## src/rtl/iram_port_arbiter_pkg.sv

```systemverilog
// Shared constants for the IRAM port arbiter: FSM encodings and owner codes.
package iram_port_arbiter_pkg;

  typedef logic [1:0] arb_state_t;
  typedef logic       arb_owner_t;

  localparam logic [1:0] ARB_IDLE   = 2'd0;
  localparam logic [1:0] ARB_SHARED = 2'd1;
  localparam logic [1:0] ARB_LOCKED = 2'd2;

  localparam logic ARB_OWN_HOST = 1'b0;
  localparam logic ARB_OWN_XLT  = 1'b1;

endpackage

```

## src/rtl/iram_port_arbiter_if.sv

```systemverilog
// Bus bundle for the IRAM port arbiter: host loader port, translator fetch
// port and the single-port IRAM macro interface.
// slave  = arbiter view, master = surrounding logic (host bridge, translator, RAM).
interface iram_port_arbiter_if #(
  parameter int ADDR_W = 12,
  parameter int DATA_W = 8
) ();

  logic              host_req;
  logic              host_we;
  logic              host_lock;
  logic [ADDR_W-1:0] host_addr;
  logic [DATA_W-1:0] host_wdata;
  logic              host_gnt;
  logic              host_rvalid;
  logic [DATA_W-1:0] host_rdata;

  logic              xlt_req;
  logic [ADDR_W-1:0] xlt_addr;
  logic              xlt_gnt;
  logic              xlt_rvalid;
  logic [DATA_W-1:0] xlt_rdata;
  logic              xlt_waiting;

  logic              ram_en;
  logic              ram_we;
  logic [ADDR_W-1:0] ram_addr;
  logic [DATA_W-1:0] ram_wdata;
  logic [DATA_W-1:0] ram_rdata;

  modport slave (
    input  host_req, host_we, host_lock, host_addr, host_wdata,
    output host_gnt, host_rvalid, host_rdata,
    input  xlt_req, xlt_addr,
    output xlt_gnt, xlt_rvalid, xlt_rdata, xlt_waiting,
    output ram_en, ram_we, ram_addr, ram_wdata,
    input  ram_rdata
  );

  modport master (
    output host_req, host_we, host_lock, host_addr, host_wdata,
    input  host_gnt, host_rvalid, host_rdata,
    output xlt_req, xlt_addr,
    input  xlt_gnt, xlt_rvalid, xlt_rdata, xlt_waiting,
    input  ram_en, ram_we, ram_addr, ram_wdata,
    output ram_rdata
  );

endinterface

```

## src/rtl/iram_port_arbiter_rr_pick.sv

```systemverilog
// Two-way round-robin pick between host and translator requests.
// A lone requester always wins; on contention the side that did not own
// the port last wins.
module iram_rr_pick
  import iram_port_arbiter_pkg::*;
(
  input  logic       host_req,
  input  logic       xlt_req,
  input  arb_owner_t last_owner,
  output logic       pick_host,
  output logic       pick_xlt
);

  // Contention resolved against the previous owner
  always_comb begin
    pick_host = host_req & (~xlt_req  | (last_owner == ARB_OWN_XLT));
    pick_xlt  = xlt_req  & (~host_req | (last_owner == ARB_OWN_HOST));
  end

endmodule

```

## src/rtl/iram_port_arbiter.sv

```systemverilog
// iram_port_arbiter: shares the single-port bytecode IRAM between the host
// loader and the JIT translator fetch front end. One grant per cycle, read
// data returned one cycle after the grant, xlt_waiting stalls the translator.
// Optional build macro: IRAM_ARB_STATS_EN adds stall / host-access counters.
module iram_port_arbiter
  import iram_port_arbiter_pkg::*;
#(
  parameter int ADDR_W   = 12,
  parameter int DATA_W   = 8,
  parameter int LOCK_MAX = 16
) (
  input  logic                 clk,
  input  logic                 reset,
  iram_port_arbiter_if.slave   bus
`ifdef IRAM_ARB_STATS_EN
  ,
  output logic [15:0]          stat_xlt_stall,
  output logic [15:0]          stat_host_acc
`endif
);

  localparam int CNT_W = $clog2(LOCK_MAX + 1);

  arb_state_t       state, state_nxt;
  arb_owner_t       last_owner;
  logic [CNT_W-1:0] lock_cnt, lock_cnt_nxt;
  logic             rr_host, rr_xlt;
  logic             host_gnt, xlt_gnt;
  logic             lock_full;
  logic             host_rvalid_q, xlt_rvalid_q;

  iram_rr_pick u_rr_pick (
    .host_req   (bus.host_req),
    .xlt_req    (bus.xlt_req),
    .last_owner (last_owner),
    .pick_host  (rr_host),
    .pick_xlt   (rr_xlt)
  );

  assign lock_full = (lock_cnt == CNT_W'(LOCK_MAX));

  // Grant selection; held off entirely while reset is asserted
  always_comb begin
    host_gnt = 1'b0;
    xlt_gnt  = 1'b0;
    if (reset) begin
      if (state == ARB_LOCKED) begin
        if (lock_full && bus.xlt_req) xlt_gnt  = 1'b1;
        else                          host_gnt = bus.host_req;
      end else begin
        host_gnt = rr_host;
        xlt_gnt  = rr_xlt;
      end
    end
  end

  // Next state and lock counter; IDLE arbitrates like SHARED, so a locked
  // host grant from IDLE enters LOCKED directly and counts as the first.
  always_comb begin
    state_nxt = state;
    case (state)
      ARB_IDLE: begin
        if (host_gnt && bus.host_lock)          state_nxt = ARB_LOCKED;
        else if (bus.host_req || bus.xlt_req)   state_nxt = ARB_SHARED;
      end
      ARB_SHARED: begin
        if (host_gnt && bus.host_lock)          state_nxt = ARB_LOCKED;
        else if (!bus.host_req && !bus.xlt_req) state_nxt = ARB_IDLE;
      end
      ARB_LOCKED: begin
        if (!bus.host_lock)                     state_nxt = ARB_SHARED;
      end
      default:                                  state_nxt = ARB_IDLE;
    endcase

    lock_cnt_nxt = lock_cnt;
    if (state_nxt != ARB_LOCKED)      lock_cnt_nxt = '0;
    else if (xlt_gnt)                 lock_cnt_nxt = '0;
    else if (host_gnt && !lock_full)  lock_cnt_nxt = lock_cnt + 1'b1;
  end

  // Arbitration state, owner history and read-valid pipe
  always_ff @(posedge clk or negedge reset) begin
    if (!reset) begin
      state         <= ARB_IDLE;
      last_owner    <= ARB_OWN_HOST;
      lock_cnt      <= '0;
      host_rvalid_q <= 1'b0;
      xlt_rvalid_q  <= 1'b0;
    end else begin
      state         <= state_nxt;
      lock_cnt      <= lock_cnt_nxt;
      if (host_gnt)     last_owner <= ARB_OWN_HOST;
      else if (xlt_gnt) last_owner <= ARB_OWN_XLT;
      host_rvalid_q <= host_gnt & ~bus.host_we;
      xlt_rvalid_q  <= xlt_gnt;
    end
  end

  // RAM port mux and requester-facing outputs
  always_comb begin
    bus.host_gnt    = host_gnt;
    bus.xlt_gnt     = xlt_gnt;
    bus.ram_en      = host_gnt | xlt_gnt;
    bus.ram_we      = host_gnt & bus.host_we;
    bus.ram_addr    = host_gnt ? bus.host_addr  : (xlt_gnt ? bus.xlt_addr : '0);
    bus.ram_wdata   = host_gnt ? bus.host_wdata : '0;
    bus.host_rvalid = host_rvalid_q;
    bus.xlt_rvalid  = xlt_rvalid_q;
    bus.host_rdata  = host_rvalid_q ? bus.ram_rdata : '0;
    bus.xlt_rdata   = xlt_rvalid_q  ? bus.ram_rdata : '0;
    bus.xlt_waiting = (bus.xlt_req & ~xlt_gnt) | ((state == ARB_LOCKED) & ~xlt_gnt);
  end

`ifdef IRAM_ARB_STATS_EN
  // Saturating stall-cycle and host-access counters
  always_ff @(posedge clk or negedge reset) begin
    if (!reset) begin
      stat_xlt_stall <= '0;
      stat_host_acc  <= '0;
    end else begin
      if (bus.xlt_waiting && stat_xlt_stall != '1) stat_xlt_stall <= stat_xlt_stall + 1'b1;
      if (host_gnt && stat_host_acc != '1)         stat_host_acc  <= stat_host_acc + 1'b1;
    end
  end
`endif

endmodule
```

## src/flat_wrapper.sv

```systemverilog
// flat-port wrapper written by rule: the top's interface ports become plain ports
module iram_port_arbiter_flat import iram_port_arbiter_pkg::*;
#(
  parameter int ADDR_W   = 12,
  parameter int DATA_W   = 8,
  parameter int LOCK_MAX = 16
)
  (clk, reset, bus_host_req, bus_host_we, bus_host_lock, bus_host_addr, bus_host_wdata, bus_host_gnt, bus_host_rvalid, bus_host_rdata, bus_xlt_req, bus_xlt_addr, bus_xlt_gnt, bus_xlt_rvalid, bus_xlt_rdata, bus_xlt_waiting, bus_ram_en, bus_ram_we, bus_ram_addr, bus_ram_wdata, bus_ram_rdata);
  iram_port_arbiter_if #(.ADDR_W(ADDR_W), .DATA_W(DATA_W)) bus_i ();
  input  logic clk;
  input  logic reset;
  input wire logic [$bits(bus_i.host_req)-1:0] bus_host_req;
  input wire logic [$bits(bus_i.host_we)-1:0] bus_host_we;
  input wire logic [$bits(bus_i.host_lock)-1:0] bus_host_lock;
  input wire logic [$bits(bus_i.host_addr)-1:0] bus_host_addr;
  input wire logic [$bits(bus_i.host_wdata)-1:0] bus_host_wdata;
  output wire logic [$bits(bus_i.host_gnt)-1:0] bus_host_gnt;
  output wire logic [$bits(bus_i.host_rvalid)-1:0] bus_host_rvalid;
  output wire logic [$bits(bus_i.host_rdata)-1:0] bus_host_rdata;
  input wire logic [$bits(bus_i.xlt_req)-1:0] bus_xlt_req;
  input wire logic [$bits(bus_i.xlt_addr)-1:0] bus_xlt_addr;
  output wire logic [$bits(bus_i.xlt_gnt)-1:0] bus_xlt_gnt;
  output wire logic [$bits(bus_i.xlt_rvalid)-1:0] bus_xlt_rvalid;
  output wire logic [$bits(bus_i.xlt_rdata)-1:0] bus_xlt_rdata;
  output wire logic [$bits(bus_i.xlt_waiting)-1:0] bus_xlt_waiting;
  output wire logic [$bits(bus_i.ram_en)-1:0] bus_ram_en;
  output wire logic [$bits(bus_i.ram_we)-1:0] bus_ram_we;
  output wire logic [$bits(bus_i.ram_addr)-1:0] bus_ram_addr;
  output wire logic [$bits(bus_i.ram_wdata)-1:0] bus_ram_wdata;
  input wire logic [$bits(bus_i.ram_rdata)-1:0] bus_ram_rdata;
  assign bus_i.host_req = bus_host_req;
  assign bus_i.host_we = bus_host_we;
  assign bus_i.host_lock = bus_host_lock;
  assign bus_i.host_addr = bus_host_addr;
  assign bus_i.host_wdata = bus_host_wdata;
  assign bus_host_gnt = bus_i.host_gnt;
  assign bus_host_rvalid = bus_i.host_rvalid;
  assign bus_host_rdata = bus_i.host_rdata;
  assign bus_i.xlt_req = bus_xlt_req;
  assign bus_i.xlt_addr = bus_xlt_addr;
  assign bus_xlt_gnt = bus_i.xlt_gnt;
  assign bus_xlt_rvalid = bus_i.xlt_rvalid;
  assign bus_xlt_rdata = bus_i.xlt_rdata;
  assign bus_xlt_waiting = bus_i.xlt_waiting;
  assign bus_ram_en = bus_i.ram_en;
  assign bus_ram_we = bus_i.ram_we;
  assign bus_ram_addr = bus_i.ram_addr;
  assign bus_ram_wdata = bus_i.ram_wdata;
  assign bus_i.ram_rdata = bus_ram_rdata;
  iram_port_arbiter #(.ADDR_W(ADDR_W), .DATA_W(DATA_W), .LOCK_MAX(LOCK_MAX)) u_core (.clk(clk), .reset(reset), .bus(bus_i));
endmodule
```

## config.mk

```make
export PLATFORM = sky130hd
export DESIGN_NAME = iram_port_arbiter_flat
export DESIGN_NICKNAME = d
export VERILOG_FILES = /design/src/rtl/iram_port_arbiter_pkg.sv /design/src/rtl/iram_port_arbiter_if.sv /design/src/rtl/iram_port_arbiter_rr_pick.sv /design/src/rtl/iram_port_arbiter.sv /design/src/flat_wrapper.sv
export SDC_FILE = /design/constraint.sdc
export NUM_CORES = 1
export LEC_CHECK = 0
export CAP_MARGIN = 15
export CORE_ASPECT_RATIO = 0.5
export CORE_MARGIN = 10
export CORE_UTILIZATION = 26
export DETAILED_ROUTE_END_ITERATION = 8
export PLACE_DENSITY_LB_ADDON = 0.05
export SLEW_MARGIN = 30
export SYNTH_ARGS = -nofsm -noshare
export SYNTH_HDL_FRONTEND = slang
export SYNTH_SLANG_ARGS = --single-unit
```

## constraint.sdc

```tcl
create_clock -name clk -period 1.86 [get_ports clk]
set_input_delay 0.279 -clock clk [delete_from_list [all_inputs] [get_ports clk]]
set_output_delay 0.279 -clock clk [all_outputs]
set_load 0.02 [all_outputs]
```

### Yosys cells after proc, flatten, opt, wreduce, memory -nomap -nowiden

Cells that the tools add are included.

| cells by class | value |
|---|---|
| mux-type cells | 22 |
| bitwise logic cells | 15 |
| eq/ne operators | 4 |
| $add $sub $neg | 1 |
| reduce and logical (&&, ||, !) cells | 11 |

Operators by type and width:

| kind | count |
|---|---|
| $mux W12 | 2 |
| $mux W8 | 3 |
| $mux W5 | 3 |
| $mux W2 | 5 |
| $mux W1 | 8 |
| $and A1 B1 Y1 | 6 |
| $pmux W2 S3 | 1 |
| $add A5 B1 Y5 const B | 1 |
| $eq A5 B5 Y1 const B | 1 |
| $not A1 Y1 | 5 |
| $logic_and A1 B1 Y1 | 4 |
| $or A1 B1 Y1 | 4 |
| $logic_not A1 Y1 | 3 |
| $reduce_bool A3 Y1 | 1 |
| $eq A2 B1 Y1 const B | 1 |
| $eq A2 B2 Y1 const B | 1 |
| $logic_not A2 Y1 | 1 |
| $ne A2 B2 Y1 const B | 1 |
| $reduce_bool A2 Y1 | 1 |
| $logic_or A1 B1 Y1 | 1 |

| word-level totals | value |
|---|---|
| output and inout port bits | 43 |
| flip-flop bits (word level) | 10 |

### Longest topological paths before layout

| depth | value |
|---|---|
| depth in word-level cells | 10 |
| depth in mapped cells | 8 |
| mapped depth without buffers | 6 |

### Cells and area by module

A second synthesis with hierarchy kept.

| second synthesis, totals | value |
|---|---|
| cells, all modules | 126 |
| area, all modules | 1004.7 µm² |

Modules (own cells, without submodules):

| module | instances | cells an instance | area an instance (µm²) |
|---|---|---|---|
| iram_port_arbiter | 1 | 123 | 985.9 |
| iram_rr_pick | 1 | 3 | 18.8 |

### Worst setup path after synthesis

Ideal clock, no wire load.

| timing path | value |
|---|---|
| path kind | register to output |
| start | register u_core.lock_cnt[0] |
| end | output port bus_ram_addr[10] |
| arrival | 1760 ps |
| required time | 1581 ps |
| path buffers | 1 |
| stages on the path, launching flop included | 8 |
| slack | -179 ps |
| path through | dfrtp_1 inv_1 ha_1 nor4bb_4 mux2i_1 nor2_2 buf_4 a22o_1 |

| on the way | value |
|---|---|
| longest elaborated chain between the ends | 7 |
| elaborated cells on any way between the ends | 10 |
| those cells by class | eq/ne: 1; mux: 8; reduce/logical: 1 |

Ends and longest elaborated chain:

| what | RTL line | RTL |
|---|---|---|
| start, declared | iram_port_arbiter.sv:26 | `logic [CNT_W-1:0] lock_cnt, lock_cnt_nxt;` |
| start signal, assigned | iram_port_arbiter.sv:92 | `lock_cnt <= lock_cnt_nxt;` |
| $eq A5 B5 Y1 | iram_port_arbiter.sv:40 | `assign lock_full = (lock_cnt == CNT_W'(LOCK_MAX));` |
| $logic_and A1 B1 Y1 | iram_port_arbiter.sv:48 | `if (lock_full && bus.xlt_req) xlt_gnt = 1'b1;` |
| $mux W1 | iram_port_arbiter.sv:48 |  |
| $mux W1 | iram_port_arbiter.sv:47 | `if (state == ARB_LOCKED) begin` |
| $mux W1 | iram_port_arbiter.sv:46 | `if (reset) begin` |
| net bus_xlt_gnt | flat_wrapper.sv:22 | `output wire logic [$bits(bus_i.xlt_gnt)-1:0] bus_xlt_gnt;` |
| $mux W12 (2 in a row) | iram_port_arbiter.sv:106 | `bus.ram_addr = host_gnt ? bus.host_addr : (xlt_gnt ? bus.xlt_addr : '0);` |
| end, declared | flat_wrapper.sv:28 | `output wire logic [$bits(bus_i.ram_addr)-1:0] bus_ram_addr;` |

The timed path passes the listed nets, and every way through them passes these cells.

### Worst setup path in the final report

| timing path | value |
|---|---|
| start | register u_core.lock_cnt[0] |
| end | output port bus_ram_addr[7] |

| on the way | value |
|---|---|
| longest elaborated chain between the ends | 7 |
| elaborated cells on any way between the ends | 10 |
| those cells by class | eq/ne: 1; mux: 8; reduce/logical: 1 |

Ends and longest elaborated chain:

| what | RTL line |
|---|---|
| $eq A5 B5 Y1 (*) | iram_port_arbiter.sv:40 |
| $logic_and A1 B1 Y1 (*) | iram_port_arbiter.sv:48 |
| $mux W1 | iram_port_arbiter.sv:48 |
| $mux W1 | iram_port_arbiter.sv:47 |
| $mux W1 | iram_port_arbiter.sv:46 |
| $mux W12 | iram_port_arbiter.sv:106 |
| $mux W12 (*) | iram_port_arbiter.sv:106 |

Every way passes the cells marked *; elsewhere a longest branch is shown, timed or not.

==> results_dict.tcl <==
set metrics [dict create \
    outcome "complete, but fails checks" \
    violations "setup timing" \
    antenna_found_initial 0 \
    leakage_uw 0.000989 \
    skew_ps 1.49 \
    rsz0062_at_grt "yes" \
    multiInputGateArea_um2 693 \
    cp.arrival_ps 1900 \
    critical_path_class "reg2out" \
    period_needed_ps 2180 \
    reg2regPathDepth 9 \
    globalplace.congestion 0.851 \
    reg2reg_slack_ps -70 \
    dieWidth_um 101 \
    ys_async_sr_fraction_pct 100 \
    min_period_over_period_pct 117 \
    clock_sink_count 10 \
    fin_util_pct 72.3 \
    ys_ff_latch 10 \
    ant_nets 0 \
    fin_setup_tns_ps -6120 \
    critPathLaunchType "flop" \
    hold_viol_final 0 \
    seq_area_um2 250 \
    grt_max_degree 16 \
    synth_edf_count 0 \
    insertion_delay_ps 230 \
    slew_headroom_pct 80.9 \
    synth_area_per_cell_um2 8.82 \
    layoutNonFillerInstCount 250 \
    finalMaxSlewViolations 0 \
    placementRows 14 \
    port_buffers 88 \
    clk_pin_slew_ps 50 \
    num_vias 1176 \
    die_h_um 60.6 \
    r2r_start "u_core.lock_cnt[1]" \
    clock.fmax_ghz 0.459 \
    totalWireLength_um 4320 \
    vdd_ir_drop_max_v 0.000221 \
    io_pins 89 \
    min_path_type "in2async" \
    drc 0 \
    grt_pass1_vias 1280 \
    path_max_fanout 8 \
    clock_path_buffers 2 \
    synthCells 97 \
    fin_ws_ps -318 \
    synth_area_um2 856 \
    cp.required_ps 1580 \
    n_antenna_cell 0 \
    powerDensity_nw_per_um2 431 \
    start_util_pct 27.8 \
    cts_buffers 3 \
    dpl.cell_count 242 \
    htreeDepth 1 \
    die_area_um2 6130 \
    layout-drive-gt1-share_pct 40.0 \
    seq_area_frac_synth_pct 29.2 \
    grt_overflow_total 0 \
    end_kind "output port" \
    drt-pass1-iter-count 3 \
    layout.nets 260 \
    root_buffer "clkbuf_8" \
    hold-worst-slack_ps 361 \
    setup_viol_count_final 26 \
    place_ws_ps -631 \
    reg2reg_to "u_core.lock_cnt[4]" \
    area_growth_pct 161 \
    ys_warn_count 0 \
    dpl.hpwl_um 3690 \
    maxCapViolCount 0 \
    tightest_slew_ps 286 \
    grt_pass1_wl_um 6350 \
    nFillCells 230 \
    cts_tree "built" \
    coreArea_um2 3080 \
    syn_nets 145 \
    wl_per_cell_um 17.3 \
    synth-main-ff-cell "dfrtp_1" \
    grt_usage_pct 13.0 \
    drt_iter0_drc 26 \
    drt-vias-per-instance 4.70 \
    netlist-cell-type-count 31 \
]
-- state kept, by name (all words and copies together), names as in the netlist --
name / flops
u_core.bus.host_rvalid: 1
u_core.bus.xlt_rvalid: 1
u_core.last_owner: 1
u_core.lock_cnt: 5
u_core.state: 2
-- metal layers --
metal	global-route usage (%)	vias up	wire (µm)
met5	0	-	0
met4	4.73	0	48
met3	12.7	4	968
met2	21.0	75	1830
met1	11.3	517	1470
li1	-	580	-
-- layout make-up --
class                   count  area share (%)
well taps                  40            2.24
multi-input cells          79            31.1
repair buffers            115            53.1
flip-flops and latches     10            11.2
clock buffers               3            1.85
inverters                   3           0.505
-- where the power goes --
group	internal, µW	switching [µW]	total, µW
registers	229	10.2	240
logic	298	202	500
clock network	141	79.1	220
total	669	292	960
-- stage by stage --
stage,total power (µW),cell area [µm²]
floorplan,437,965
global placement,707,2050
detailed placement,711,2050
CTS,936,2080
global route,1010,2230
finish,960,2230
-- cells in the mapped netlist, drive strengths merged (2+ instances only) --
master  count  share of area, %
o31ai       2               1.8
nor2        5               2.8
a22o       12                12
o21ai       3               1.8
inv         3               1.3
nor3        2               1.2
nand3       2               1.2
and2       25                18
buf         5               5.4
or4         2               1.8
ha          2               2.9
nor2b       2               1.5
a21o        2               1.8
a21oi       4               2.3
nand2       4               1.8
dfrtp      10                29
-- how the worst max path moves through the flow --
stage                            start  depth (start not counted)  slack [ps]                to
floorplan           u_core.lock_cnt[0]                          8         -50  bus_ram_addr[10]
global route        u_core.lock_cnt[0]                          8        -400   bus_ram_addr[7]
detailed placement         bus_xlt_req                          7        -630   bus_ram_addr[0]
CTS                 u_core.lock_cnt[0]                          8        -330  bus_ram_addr[10]
finish              u_core.lock_cnt[0]                          8        -320   bus_ram_addr[7]
global placement           bus_xlt_req                          7        -600   bus_ram_addr[2]
-- cell families (layout without fill, tap and decap cells) --
kind of cell / count (synthesis) / in the layout / share of synthesized area, %
buffers and inverters: 8 / 121 / 6.72
DFF: 10 / 10 / 29.2
and+or+nand+nor: 46 / 46 / 33.6
xor gates and xnor gates: 1 / 1 / 1.02
adders and majority gates: 2 / 2 / 2.92
AOI/OAI and AO/OA: 29 / 29 / 25.3
muxes: 1 / 1 / 1.17
-- critical path, stage by stage, from the launching register on --
cell      delay [ps]
dfrtp_1          380
inv_2             70
ha_4             120
nor4bb_4         250
and3_4           270
nor2_4            60
buf_12           140
a22o_4           240
buf_6            130
-- cells in the final DEF (no fill, tap or decap), drive strengths merged, types with 3 or more instances in the layout --
| cell | count |
|---|---|
| a21oi | 4 |
| a22o | 12 |
| and2 | 25 |
| buf | 51 |
| clkbuf | 4 |
| clkdlybuf4s50 | 62 |
| dfrtp | 10 |
| inv | 3 |
| nand2 | 4 |
| nor2 | 5 |
| o21ai | 3 |
-- repair_timing --
action	4_1_cts	5_1_grt
pin swaps	2	17
gates resized for setup	132	33
endpoints found under the setup margin	25	27
cloned	0	1
hold buffers	0	0
setup buffers	1	3
Power figures use the tool's default switching activity.
